**src/rtl/fwd_hazard_ctrl.sv**
```systemverilog
// Operand-forwarding select and load-use stall controller for the EX stage.
// Tracks EX/MEM/WB destination records and registers the select codes for the EX operand muxes.
module fwd_hazard_ctrl #(
    parameter int REG_ADDR_W = 5,
    parameter int CNT_W      = 16
) (
    input  logic                  clk,
    input  logic                  arst_n,
    input  logic                  enable,
    input  logic                  flush,
    input  logic                  id_valid,
    input  logic [REG_ADDR_W-1:0] id_rs1,
    input  logic [REG_ADDR_W-1:0] id_rs2,
    input  logic [REG_ADDR_W-1:0] id_rd,
    input  logic                  id_reg_write,
    input  logic                  id_mem_read,
    output logic [1:0]            fwd_sel_a,
    output logic [1:0]            fwd_sel_b,
    output logic                  stall,
    output logic [CNT_W-1:0]      stall_count
);

    localparam logic [1:0] SEL_RF  = 2'd0;
    localparam logic [1:0] SEL_MEM = 2'd1;
    localparam logic [1:0] SEL_WB  = 2'd2;

    logic                  ex_valid_q,  ex_valid_d;
    logic [REG_ADDR_W-1:0] ex_rs1_q,    ex_rs1_d;
    logic [REG_ADDR_W-1:0] ex_rs2_q,    ex_rs2_d;
    logic [REG_ADDR_W-1:0] ex_rd_q,     ex_rd_d;
    logic                  ex_rw_q,     ex_rw_d;
    logic                  ex_mr_q,     ex_mr_d;

    logic                  mem_valid_q;
    logic [REG_ADDR_W-1:0] mem_rd_q;
    logic                  mem_rw_q;

    logic                  wb_valid_q;
    logic [REG_ADDR_W-1:0] wb_rd_q;
    logic                  wb_rw_q;

    logic [1:0]            sel_a_q, sel_a_d;
    logic [1:0]            sel_b_q, sel_b_d;
    logic [CNT_W-1:0]      cnt_q,   cnt_d;

    logic ex_wr_rs1, ex_wr_rs2, mem_wr_rs1, mem_wr_rs2;
    logic ex_is_load_dst;

    // A record "writes x" only for a real, writing instruction with a non-x0 destination.
    assign ex_wr_rs1  = ex_valid_q  && ex_rw_q  && (ex_rd_q  != '0) && (ex_rd_q  == id_rs1);
    assign ex_wr_rs2  = ex_valid_q  && ex_rw_q  && (ex_rd_q  != '0) && (ex_rd_q  == id_rs2);
    assign mem_wr_rs1 = mem_valid_q && mem_rw_q && (mem_rd_q != '0) && (mem_rd_q == id_rs1);
    assign mem_wr_rs2 = mem_valid_q && mem_rw_q && (mem_rd_q != '0) && (mem_rd_q == id_rs2);

    assign ex_is_load_dst = ex_valid_q && ex_mr_q && ex_rw_q && (ex_rd_q != '0);

    assign stall = id_valid && !flush && ex_is_load_dst &&
                   ((ex_rd_q == id_rs1) || (ex_rd_q == id_rs2));

    always_comb begin
        ex_valid_d = 1'b0;
        ex_rs1_d   = '0;
        ex_rs2_d   = '0;
        ex_rd_d    = '0;
        ex_rw_d    = 1'b0;
        ex_mr_d    = 1'b0;
        sel_a_d    = SEL_RF;
        sel_b_d    = SEL_RF;
        cnt_d      = cnt_q;

        if (flush) begin
            // bubble; flush outranks the stall so the counter is untouched
        end else if (stall) begin
            if (cnt_q != '1) begin
                cnt_d = cnt_q + 1'b1;
            end
        end else begin
            ex_valid_d = id_valid;
            ex_rs1_d   = id_rs1;
            ex_rs2_d   = id_rs2;
            ex_rd_d    = id_rd;
            ex_rw_d    = id_reg_write;
            ex_mr_d    = id_mem_read;
            if (id_valid) begin
                // EX producer is newer than MEM, so it is checked first.
                if (ex_wr_rs1) begin
                    sel_a_d = SEL_MEM;
                end else if (mem_wr_rs1) begin
                    sel_a_d = SEL_WB;
                end
                if (ex_wr_rs2) begin
                    sel_b_d = SEL_MEM;
                end else if (mem_wr_rs2) begin
                    sel_b_d = SEL_WB;
                end
            end
        end
    end

    always_ff @(posedge clk or negedge arst_n) begin
        if (!arst_n) begin
            ex_valid_q  <= 1'b0;
            ex_rs1_q    <= '0;
            ex_rs2_q    <= '0;
            ex_rd_q     <= '0;
            ex_rw_q     <= 1'b0;
            ex_mr_q     <= 1'b0;
            mem_valid_q <= 1'b0;
            mem_rd_q    <= '0;
            mem_rw_q    <= 1'b0;
            wb_valid_q  <= 1'b0;
            wb_rd_q     <= '0;
            wb_rw_q     <= 1'b0;
            sel_a_q     <= SEL_RF;
            sel_b_q     <= SEL_RF;
            cnt_q       <= '0;
        end else if (enable) begin
            ex_valid_q  <= ex_valid_d;
            ex_rs1_q    <= ex_rs1_d;
            ex_rs2_q    <= ex_rs2_d;
            ex_rd_q     <= ex_rd_d;
            ex_rw_q     <= ex_rw_d;
            ex_mr_q     <= ex_mr_d;
            mem_valid_q <= ex_valid_q;
            mem_rd_q    <= ex_rd_q;
            mem_rw_q    <= ex_rw_q;
            wb_valid_q  <= mem_valid_q;
            wb_rd_q     <= mem_rd_q;
            wb_rw_q     <= mem_rw_q;
            sel_a_q     <= sel_a_d;
            sel_b_q     <= sel_b_d;
            cnt_q       <= cnt_d;
        end
    end

    assign fwd_sel_a   = sel_a_q;
    assign fwd_sel_b   = sel_b_q;
    assign stall_count = cnt_q;

    // Once the consumer sits in EX its producer has moved one stage on, so the
    // selects must agree with the MEM/WB records against the EX source fields.
    a_sel_a_mem : assert property (@(posedge clk) disable iff (!arst_n)
        (sel_a_q == SEL_MEM) |-> (ex_valid_q && mem_valid_q && mem_rw_q && mem_rd_q == ex_rs1_q));
    a_sel_b_mem : assert property (@(posedge clk) disable iff (!arst_n)
        (sel_b_q == SEL_MEM) |-> (ex_valid_q && mem_valid_q && mem_rw_q && mem_rd_q == ex_rs2_q));
    a_sel_a_wb : assert property (@(posedge clk) disable iff (!arst_n)
        (sel_a_q == SEL_WB) |-> (ex_valid_q && wb_valid_q && wb_rw_q && wb_rd_q == ex_rs1_q));
    a_sel_b_wb : assert property (@(posedge clk) disable iff (!arst_n)
        (sel_b_q == SEL_WB) |-> (ex_valid_q && wb_valid_q && wb_rw_q && wb_rd_q == ex_rs2_q));
    a_no_code3 : assert property (@(posedge clk) disable iff (!arst_n)
        (sel_a_q != 2'd3) && (sel_b_q != 2'd3));

endmodule

```
**config.mk**
```make
export PLATFORM = sky130hd
export DESIGN_NAME = fwd_hazard_ctrl
export DESIGN_NICKNAME = d
export VERILOG_FILES = /design/src/rtl/fwd_hazard_ctrl.sv
export SDC_FILE = /design/constraint.sdc
export NUM_CORES = 1
export LEC_CHECK = 0
export ABC_CLOCK_PERIOD_IN_PS = 2250
export CAP_MARGIN = 0
export CORE_MARGIN = 3
export CORE_UTILIZATION = 40
export CTS_CLUSTER_SIZE = 24
export DETAILED_ROUTE_END_ITERATION = 12
export GPL_TIMING_DRIVEN = 0
export HOLD_SLACK_MARGIN = 0.06
export PLACE_DENSITY = 0.66
export SLEW_MARGIN = 40
export SYNTH_ARGS = -nofsm -noshare
export SYNTH_HDL_FRONTEND = slang
export SYNTH_SLANG_ARGS = --single-unit
export TNS_END_PERCENT = 5
```
**constraint.sdc**
```tcl
create_clock -name clk -period 2.25 [get_ports clk]
set_input_delay 0.45 -clock clk [delete_from_list [all_inputs] [get_ports clk]]
set_output_delay 0.45 -clock clk [all_outputs]
set_load 0.05 [all_outputs]
```
## Yosys cells after proc, flatten, opt, wreduce, memory -nomap -nowiden

Cells that the tools add are included.

| storage, ports and cells | value |
|---|---|
| register bits | 35 |
| latch bits | 0 |
| bits in writable memories | 0 |
| bits in read-only memories | 0 |
| input port bits | 22 |
| logic and storage cells | 54 |
| memories | 0 |

| operators by class | value |
|---|---|
| $add $sub $neg | 1 |
| $mul | 0 |
| div/mod/pow operators | 0 |
| $lt $le $gt $ge | 0 |
| equal/unequal tests | 5 |
| shift operators | 0 |
| muxes and demuxes | 18 |
| bitwise logic cells | 1 |
| reduce and logical (&&, ||, !) cells | 19 |

Operators with widths:

| kind | count |
|---|---|
| 5-bit equality test | 4 |
| 2-bit 2-to-1 mux | 10 |
| 16-bit by 1-bit adder with 16-bit output, second input constant | 1 |
| 16-bit != test, second input constant | 1 |
| 1-bit logical AND | 14 |
| 5-bit 2-to-1 mux | 2 |
| 5-bit nonzero test | 2 |
| 1-bit 2-to-1 mux | 6 |
| 4-bit AND reduction | 1 |
| 1-bit zero test | 1 |
| 1-bit logical OR | 1 |
| 1-bit inverter | 1 |

## Logic depth before layout (Yosys ltp)

Gate-level depths: netlist of run 1.

| depth | value |
|---|---|
| depth in word-level cells | 8 |
| mapped depth | 8 |

## Worst setup path after synthesis of run 1

No wires, ideal clock.

| path | value |
|---|---|
| kind | reg-to-output |
| start | register ex_rd_q[0] |
| end | output port stall |
| arrival time | 2,317 ps |
| setup slack | -517 ps |
| cell stages (with the launch flop) | 6 |
| path through | dfrtp_1 > xnor2_1 > nand3_1 > nor3_4 > nor2_1 > nor3b_1 |

| between the ends | value |
|---|---|
| cells in the longest elaborated chain, start to end | 4 |

Ends and longest elaborated chain:

| item | line | source |
|---|---|---|
| start: declaration | 30 | `logic [REG_ADDR_W-1:0] ex_rd_q, ex_rd_d;` |
| start signal: assignment | 121 | `ex_rd_q <= ex_rd_d;` |
| 5-bit nonzero test | 55 | `assign ex_is_load_dst = ex_valid_q && ex_mr_q && ex_rw_q && (ex_rd_q != '0);` |
| 1-bit logical AND | 55 |  |
| 1-bit logical AND | 57 | `assign stall = id_valid && !flush && ex_is_load_dst &&` |
| 1-bit logical AND * | 57 |  |
| end: declaration | 19 | `output logic stall,` |

Mark *: on every way between the ends. The rest lies on a longest branch, timed or not.

## Worst setup path after layout of run 1

| path | value |
|---|---|
| start | input port id_rs1[2] |
| end | output port stall |

| between the ends | value |
|---|---|
| cells in the longest elaborated chain, start to end | 3 |

Ends and longest elaborated chain:

| item | line | source |
|---|---|---|
| start: declaration | 12 | `input logic [REG_ADDR_W-1:0] id_rs1,` |
| 5-bit equality test | 58 | `((ex_rd_q == id_rs1) \|\| (ex_rd_q == id_rs2));` |
| 1-bit logical OR | 58 |  |
| 1-bit logical AND | 57 |  |

Every way passes these cells.

==> results of run 1 <==
## state kept, by name, summed over array words and instances (netlist names)
signal and count:
mem_rd_q 5, ex_mr_q 1, mem_rw_q 1, ex_rw_q 1
ex_valid_q 1, fwd_sel_a 2, stall_count 16, mem_valid_q 1
fwd_sel_b 2, ex_rd_q 5
## power by group
group | internal (uW) | total, uW | switching [uW] | leakage, uW
clock network | 217 | 429 | 212 | 0.0000422
logic | 101 | 188 | 87.4 | 0.000581
registers | 655 | 692 | 36.8 | 0.000472
## repair_timing
action | 4_1_cts | 5_1_grt
gates resized for setup | 24 | 7
pin swaps | 6 | 0
setup endpoints to repair | 1 | 9
setup buffers | 6 | 0
## per-stage QoR
step / setup WS, ps / std cells / instance area, um2 / utilization, %
2_1_floorplan: 56.31 / 165 / 1853 / -
3_3_place_gp: -975.1 / 259 / 2338 / 52.98
3_5_place_dp: -997.6 / 260 / 2361 / 53.49
4_1_cts: 14.91 / 274 / 2510 / 56.86
5_1_grt: -67.79 / 274 / 2542 / 57.60
6_report: 27.71 / 274 / 2542 / 57.60
## kinds of logic (layout without fill, tap and decap cells)
logic type	Yosys count	count (layout)	share of synthesized area [%]
buffers and inverters	5	62	1.426
adder cells (fa/ha/maj)	1	1	0.6792
AO/OA/AOI/OAI	20	20	8.967
XOR/XNOR	35	35	16.64
flip-flops	35	35	47.55
multiplexers	8	8	5.095
AND/OR/NAND/NOR	61	61	19.63
## cells in the final DEF (no fill, tap or decap), types with 2 or more instances in the layout
cell type and count:
sky130_fd_sc_hd__nand2_1 8, sky130_fd_sc_hd__buf_4 6, sky130_fd_sc_hd__mux2_2 7, sky130_fd_sc_hd__clkbuf_1 3
sky130_fd_sc_hd__clkbuf_8 5, sky130_fd_sc_hd__o2bb2ai_1 3, sky130_fd_sc_hd__o21ai_0 2, sky130_fd_sc_hd__clkdlybuf4s50_1 31
sky130_fd_sc_hd__dfrtp_1 33, sky130_fd_sc_hd__dfrtp_2 2, sky130_fd_sc_hd__nor2_1 10, sky130_fd_sc_hd__buf_6 2
sky130_fd_sc_hd__nand4_1 13, sky130_fd_sc_hd__a21oi_1 3, sky130_fd_sc_hd__xor2_2 2, sky130_fd_sc_hd__nor3_4 2
sky130_fd_sc_hd__xor2_1 15, sky130_fd_sc_hd__dlygate4sd2_1 9, sky130_fd_sc_hd__xnor2_1 16, sky130_fd_sc_hd__nand3_1 7
sky130_fd_sc_hd__nor3_1 4, sky130_fd_sc_hd__a22o_1 7, sky130_fd_sc_hd__nor2b_2 2, sky130_fd_sc_hd__inv_1 2
sky130_fd_sc_hd__nor4_1 4, sky130_fd_sc_hd__xnor2_2 2
## final cells by class
cell class / instances / area [um2] / area share [%]
Timing Repair Buffer: 49 / 478.0 / 18.80
Clock buffer: 7 / 76.32 / 3.002
Sequential cell: 35 / 878.3 / 34.55
Inverter: 3 / 11.26 / 0.4429
Buffer: 2 / 15.01 / 0.5906
Clock inverter: 1 / 5.005 / 0.1969
Tap cell: 52 / 65.06 / 2.559
Multi-Input combinational cell: 125 / 1013 / 39.86
## routing by layer
layer | share of wire [%] | vias up | global-route usage [%]
li1 | - | 714 | -
met1 | 42 | 738 | 22.10
met3 | 6.4 | 6 | 5.609
met2 | 50 | 57 | 28.54
met4 | 1.3 | 0 | 5.030
met5 | 0 | - | 0
## path summary, 6_finish.rpt
kind	startpoint	to	cells past startpoint
setup / recovery	id_rs1[2]	stall	6
hold / removal	arst_n	stall_count[5]$_DFFE_PN0P_	1
setup reg to reg	ex_rd_q[0]$_DFFE_PN0P_	stall_count[14]$_DFFE_PN0P_	10
hold reg to reg	stall_count[10]$_DFFE_PN0P_	stall_count[10]$_DFFE_PN0P_	1
max in group asynchronous	arst_n	ex_rd_q[1]$_DFFE_PN0P_	2
min in group clk	stall_count[10]$_DFFE_PN0P_	stall_count[10]$_DFFE_PN0P_	1
## critical path, delay by kind of cell
kind,cells,cell delay (ps)
buffers and inverters,2,640
and+or+nand+nor,3,490
xor gates and xnor gates,1,190
==> summary by stage, run 1 <==
Clock tree
In this run, post-CTS hold repair placed 0 buffers. The clock slew seen by the registers of the worst setup and hold paths is 70 ps. In this run the clock root is driven by a sky130_fd_sc_hd__clkbuf_8.

The maximum buffer depth of the clock tree is 2. The TritonCTS sink count is 35. In this run the number of H-tree levels came out at 2. The number of buffers created by CTS is 5.

For the worst-skew pair, the clock arrives at the later sink with an insertion delay of 280 ps. The CTS tree is built.

Layout
The net count of the finished layout is 244. After filler insertion, the fill cell instance count of the layout stands at 379. The repair_antennas step left the layout with diodes totalling 0.

The fraction of layout cells with a size suffix above 1 is 20.27%. Compared with the post-synthesis result, the final layout area differs by 38.04%.

Synthesis
In the synthesized netlist the async set-or-reset flop fraction comes to 100.0%. The number of storage elements in the synthesis netlist is 35. The Yosys step of the flow raised 0 warnings.

The largest total area in the synthesized netlist belongs to sky130_fd_sc_hd__dfrtp_1. The gate count of the mapped netlist is 165. The distinct cell type count of the synthesized netlist is 34.

The synthesized design contains 0 enable-type register cells. Yosys attributes the largest share of cell area to sky130_fd_sc_hd__dfrtp_1, sky130_fd_sc_hd__xnor2_1, sky130_fd_sc_hd__xor2_1, sky130_fd_sc_hd__nand4_1, sky130_fd_sc_hd__mux2_2. The sequential-to-total area share from yosys stat is 47.55%. After synthesis, the most frequently instantiated cells are sky130_fd_sc_hd__dfrtp_1, sky130_fd_sc_hd__xnor2_1, sky130_fd_sc_hd__xor2_1.

The mean instance size in the synthesized netlist is 11.16 um2. The portion of synthesized cell area occupied by the leading cell type is 47.55%. For this run, the leading register cell type out of synthesis is sky130_fd_sc_hd__dfrtp_1.

The cell with the most instances after synthesis is sky130_fd_sc_hd__dfrtp_1. The net count of the mapped netlist is 188. The mapped netlist covers 0.001842 mm2.

Critical path
The kind of end point of the critical path is an output pin. Walking the worst path, the cells encountered are clkdlybuf4s50_1 > xor2_1 > nor3_4 > nor2_1 > nor3b_4 > buf_6. The required time of the worst setup path is 1800 ps. Across all register-to-register paths, the minimum setup slack is 60 ps. The startpoint type of the worst setup path is an input port. The largest incremental delay on the critical path is 450 ps. The largest individual stage delay along the critical path comes from the cell sky130_fd_sc_hd__clkdlybuf4s50_1. The worst-path maximum fanout is 2. The arrival time of data at the critical path endpoint is 1770 ps. The critical path is of the in -> out type.

Detailed routing
The routed via count is 1515. Dividing the detail-routed wire length by the instance count gives 15.90 um. The detailed-router iteration count before antenna repair is 5. After the first detailed-routing iteration, the DRC count stood at 61.

After detailed routing, the number of remaining DRC violations is 0. The final antenna-violating net count is 0. Dividing the detail-routed via count by the number of cells gives 5.529. Wires add up to 4356 um.

Timing
Based on the critical path, the design can be clocked at up to 450.0 MHz. The time the final worst path needs with I/O delays and setup is 2222 ps. The final number of hold-violating endpoints is 0.

The final setup TNS is 0 ps. The worst slack on hold paths is 60.27 ps. The setup violation total in the final timing report is 0. The worst-case clock skew is 4.394 ps. The share of the cycle needed by the critical path after routing is 98.77%. Setup repair after global routing could not meet its margin everywhere.

The worst relative slew slack is 66.28%. The number of pins exceeding their max-slew limit in the final report came to 0. The measured slew at the worst slew-check pin is 504.3 ps.

GRT
The first global-routing pass estimated 7203 um of wire. The number of antenna violations at the first check in global routing came to 0. Summed over all layers, the global routing overflow is 0. The pin count of the biggest net entering global routing is 24. The via count of the first global-routing pass came to 1537. The total routing resource utilization after global routing is 17.48%.

Power
The worst vdd rail ir drop is 0.3644 mV. Power spread over the standard cell area amounts to 514.7 mW/mm2. The static leakage is 0.001095 uW. The design draws 1309 uW.

Job
The max capacitance violation total is 0.

Floorplan
The initialized floorplan defines 24 standard-cell rows. The die is 73.86 um tall. For this design the top-level I/O count stands at 43. The overall die area is 0.005455 mm2. The core region is 0.004414 mm2. The die is 73.86 um wide. The initial utilization of the core area, before any placement, comes to 41.72%.

Place
The wire-length estimate of the detail-placed layout is 3256 um. During placement, the flow inserted port buffers numbering 42. At the end of routability-driven placement, the weighted congestion stood at 0.9493.

Outcome
The run finished with clean final reports.

Hold path
The class of the worst hold path is in -> async.
(Power assumes the default switching activity.)
==> inputs of run 2 (changes only) <==
Settings changed: CTS_CLUSTER_DIAMETER set to 80, MAX_ROUTING_LAYER set to met4.
==> summary by stage, run 2 (synthesis results as in run 1) <==
Timing
Setup repair after global routing could not meet its margin everywhere. Final hold analysis gives a worst-case slack of 58.84 ps. The final number of hold-violating endpoints came to 0. Timing would allow up to 448.6 MHz.

The measured slew at the worst slew-check pin is 506.8 ps. The time the final worst path needs with I/O delays and setup is 2229 ps. After layout, the worst path uses 99.07% of the clock period. The number of pins exceeding their max-slew limit in the final report is 0. In this run the tightest slew margin relative to its limit is 66.11%. The final setup TNS is 0 ps. The worst-case clock skew is 4.647 ps. The setup violation total in the final timing report is 0.

Critical path
Data on the critical path is required at its endpoint by 1800 ps. The number of cells on the critical path is 6. The total buffers and inverters traversed by the critical path is 2. STA classifies the critical path startpoint as an input port.

The critical path goes through clkdlybuf4s50_1 > xor2_1 > nor3_4 > nor2_1 > nor3b_4 > buf_6. The kind of end point of the critical path is an output pin. Of all nets on the critical path, the largest fanout is 2. The dominant delay contributor by cell family on the critical path is buffers and inverters.

The largest single stage delay on the critical path is 450 ps. The standard cell with the maximum stage delay on the critical path is sky130_fd_sc_hd__clkdlybuf4s50_1. The depth of the most critical reg-to-reg path is 10.

In this run the register-to-register setup slack is 60 ps. At the worst endpoint, the arrival time is 1780 ps. The start-to-end type of the worst setup path is in -> out.

Place
The instance count after placement with tap cells included is 260. At the end of routability-driven placement, the weighted congestion stood at 0.9665. In this run the tool buffered the top-level ports with 42 buffer cells.

The HPWL reported at the end of detailed placement is 3256 um. The instance area after placement is 0.002361 mm2.

Detailed routing
The number of remaining DRC errors is 0. Summed over all nets, wire length on met2 after detailed routing comes to 2192 um. Once detail routing completed, the nets flagged for antenna violations numbered 0. Summing over every cut layer, the via total after detailed routing is 1522. The detailed-router iteration count before antenna repair is 4. The highest metal layer used by the detailed router is met4. The routed length on met1 is 1858 um.

After detailed routing, the average wire length per cell comes to 15.87 um. Dividing the detail-routed via count by the number of cells gives 5.555. The met3 wire length is 241 um. After the first detailed-routing iteration, the DRC count stood at 69.

The total wire length after detailed routing is 4349 um.

Floorplan
The initial cell density of the core is 41.72%. The total area inside the core boundary comes to 0.004414 mm2. After floorplanning, the core was divided into 24 placement rows. The I/O pin count is 43. The width of the die is 73.86 um.

The die extent in y is 73.86 um. The overall die area is 0.005455 mm2.

Clock tree
The TritonCTS sink count is 35. Clock tree synthesis selected as its root buffer the cell sky130_fd_sc_hd__clkbuf_8. The clock tree synthesis step divided the H-tree into 2 levels. Buffers inserted to repair hold after CTS numbered 0.

The source-to-sink clock delay at the later pin of the worst-skew pair is 280 ps. The number of buffers created by CTS is 5. The maximum buffer depth of the clock tree is 2. After clock tree synthesis, the clock-pin slew on the worst setup and hold paths is 70 ps. The CTS tree is built.

Layout
The net count of the finished layout is 244. The signed area change from the synthesized netlist to the final layout is 38.04%. Once layout is complete, the cells apart from fillers number 274. Summing all non-filler instances in the final layout gives an area of 0.002542 mm2.

The register with the most flip-flops in the layout has 16 of them. In the layout the commonest cells are sky130_fd_sc_hd__dfrtp_1, sky130_fd_sc_hd__clkdlybuf4s50_1, sky130_fd_sc_hd__xnor2_1. The most common cell after layout, fill and taps aside is sky130_fd_sc_hd__dfrtp_1. The fraction of layout cells with a size suffix above 1 is 20.27%. The antenna diode count is 0.

GRT
Entering global routing, the biggest net connects 24 pins. The final global-route overflow total is 0. The via count of the first global-routing pass was 1534. The number of antenna violations at the first check in global routing was 0.

Global routing consumed, over all layers together, 17.96% of the routing resources. The first global-routing pass estimated 7203 um of wire.

Hold path
The path class of the tightest hold or removal check is in -> async.

Job
The max capacitance violation total is 0.

Power
The cell area power density is 514.7 mW/mm2. The static leakage is 0.001095 uW. The worst vdd rail ir drop is 0.3648 mV.

Outcome
The run finished with clean final reports.
run 2: cell counts in the layout (fill, tap and decap cells not counted):
Identical to the previous run, type by type.
run 2: worst paths after layout:
path | startpoint | to
worst max-delay path | id_rs1[2] | stall
worst min-delay path | arst_n | stall_count[5]$_DFFE_PN0P_
worst max register to register | ex_rd_q[0]$_DFFE_PN0P_ | stall_count[14]$_DFFE_PN0P_
worst min register to register | stall_count[10]$_DFFE_PN0P_ | stall_count[10]$_DFFE_PN0P_
max in group asynchronous | arst_n | ex_rd_q[1]$_DFFE_PN0P_
min in group clk | stall_count[10]$_DFFE_PN0P_ | stall_count[10]$_DFFE_PN0P_
run 2: metal layers:
metal  vias up  track usage [%]
li1        716                -
met4         0            5.030
met5         -                -
met3         6            5.472
met2        53            28.64
met1       747            22.01
run 2: final cells by class:
type	count	area (um2)
plain buffers	2	15.01
clock buffers	7	76.32
clock inverters	1	5.005
fillers	379	1872
inverters	3	11.26
multi-input cells	125	1013
flip-flops and latches	35	878.3
well taps	52	65.06
repair buffers	49	478.0
run 2: stage by stage:
| stage | setup slack (ps) | total power, uW | utilization (%) |
|---|---|---|---|
| after floorplan | 56.31 | 789.7 | - |
| after global placement | -975.1 | 863.4 | 52.98 |
| after detailed placement | -997.6 | 876.6 | 53.49 |
| after CTS | 14.91 | 1317 | 56.86 |
| after global routing | -67.78 | 1367 | 57.60 |
| final | 20.96 | 1309 | 57.60 |
run 2: power breakdown:
group          switching, uW  internal, uW  total [uW]
Clock                    212           217         429
Sequential              36.4           655         691
Combinational           87.3           101         188
run 2: worst reg2reg max path, cell delays in order, from the launching register on:
cell and delay [ps]:
sky130_fd_sc_hd__dfrtp_2 490, sky130_fd_sc_hd__xnor2_2 200, sky130_fd_sc_hd__nand3_2 130, sky130_fd_sc_hd__nor3_4 150, sky130_fd_sc_hd__buf_4 130, sky130_fd_sc_hd__buf_4 90, sky130_fd_sc_hd__buf_4 90, sky130_fd_sc_hd__buf_4 130
sky130_fd_sc_hd__o21ai_2 120, sky130_fd_sc_hd__nor4_1 420, sky130_fd_sc_hd__xor2_1 170
run 2: timing repair:
action | CTS | global route
gates resized for setup | 24 | 7
setup buffers | 6 | 0
endpoints found under the setup margin | 1 | 9
pin swaps | 6 | 0
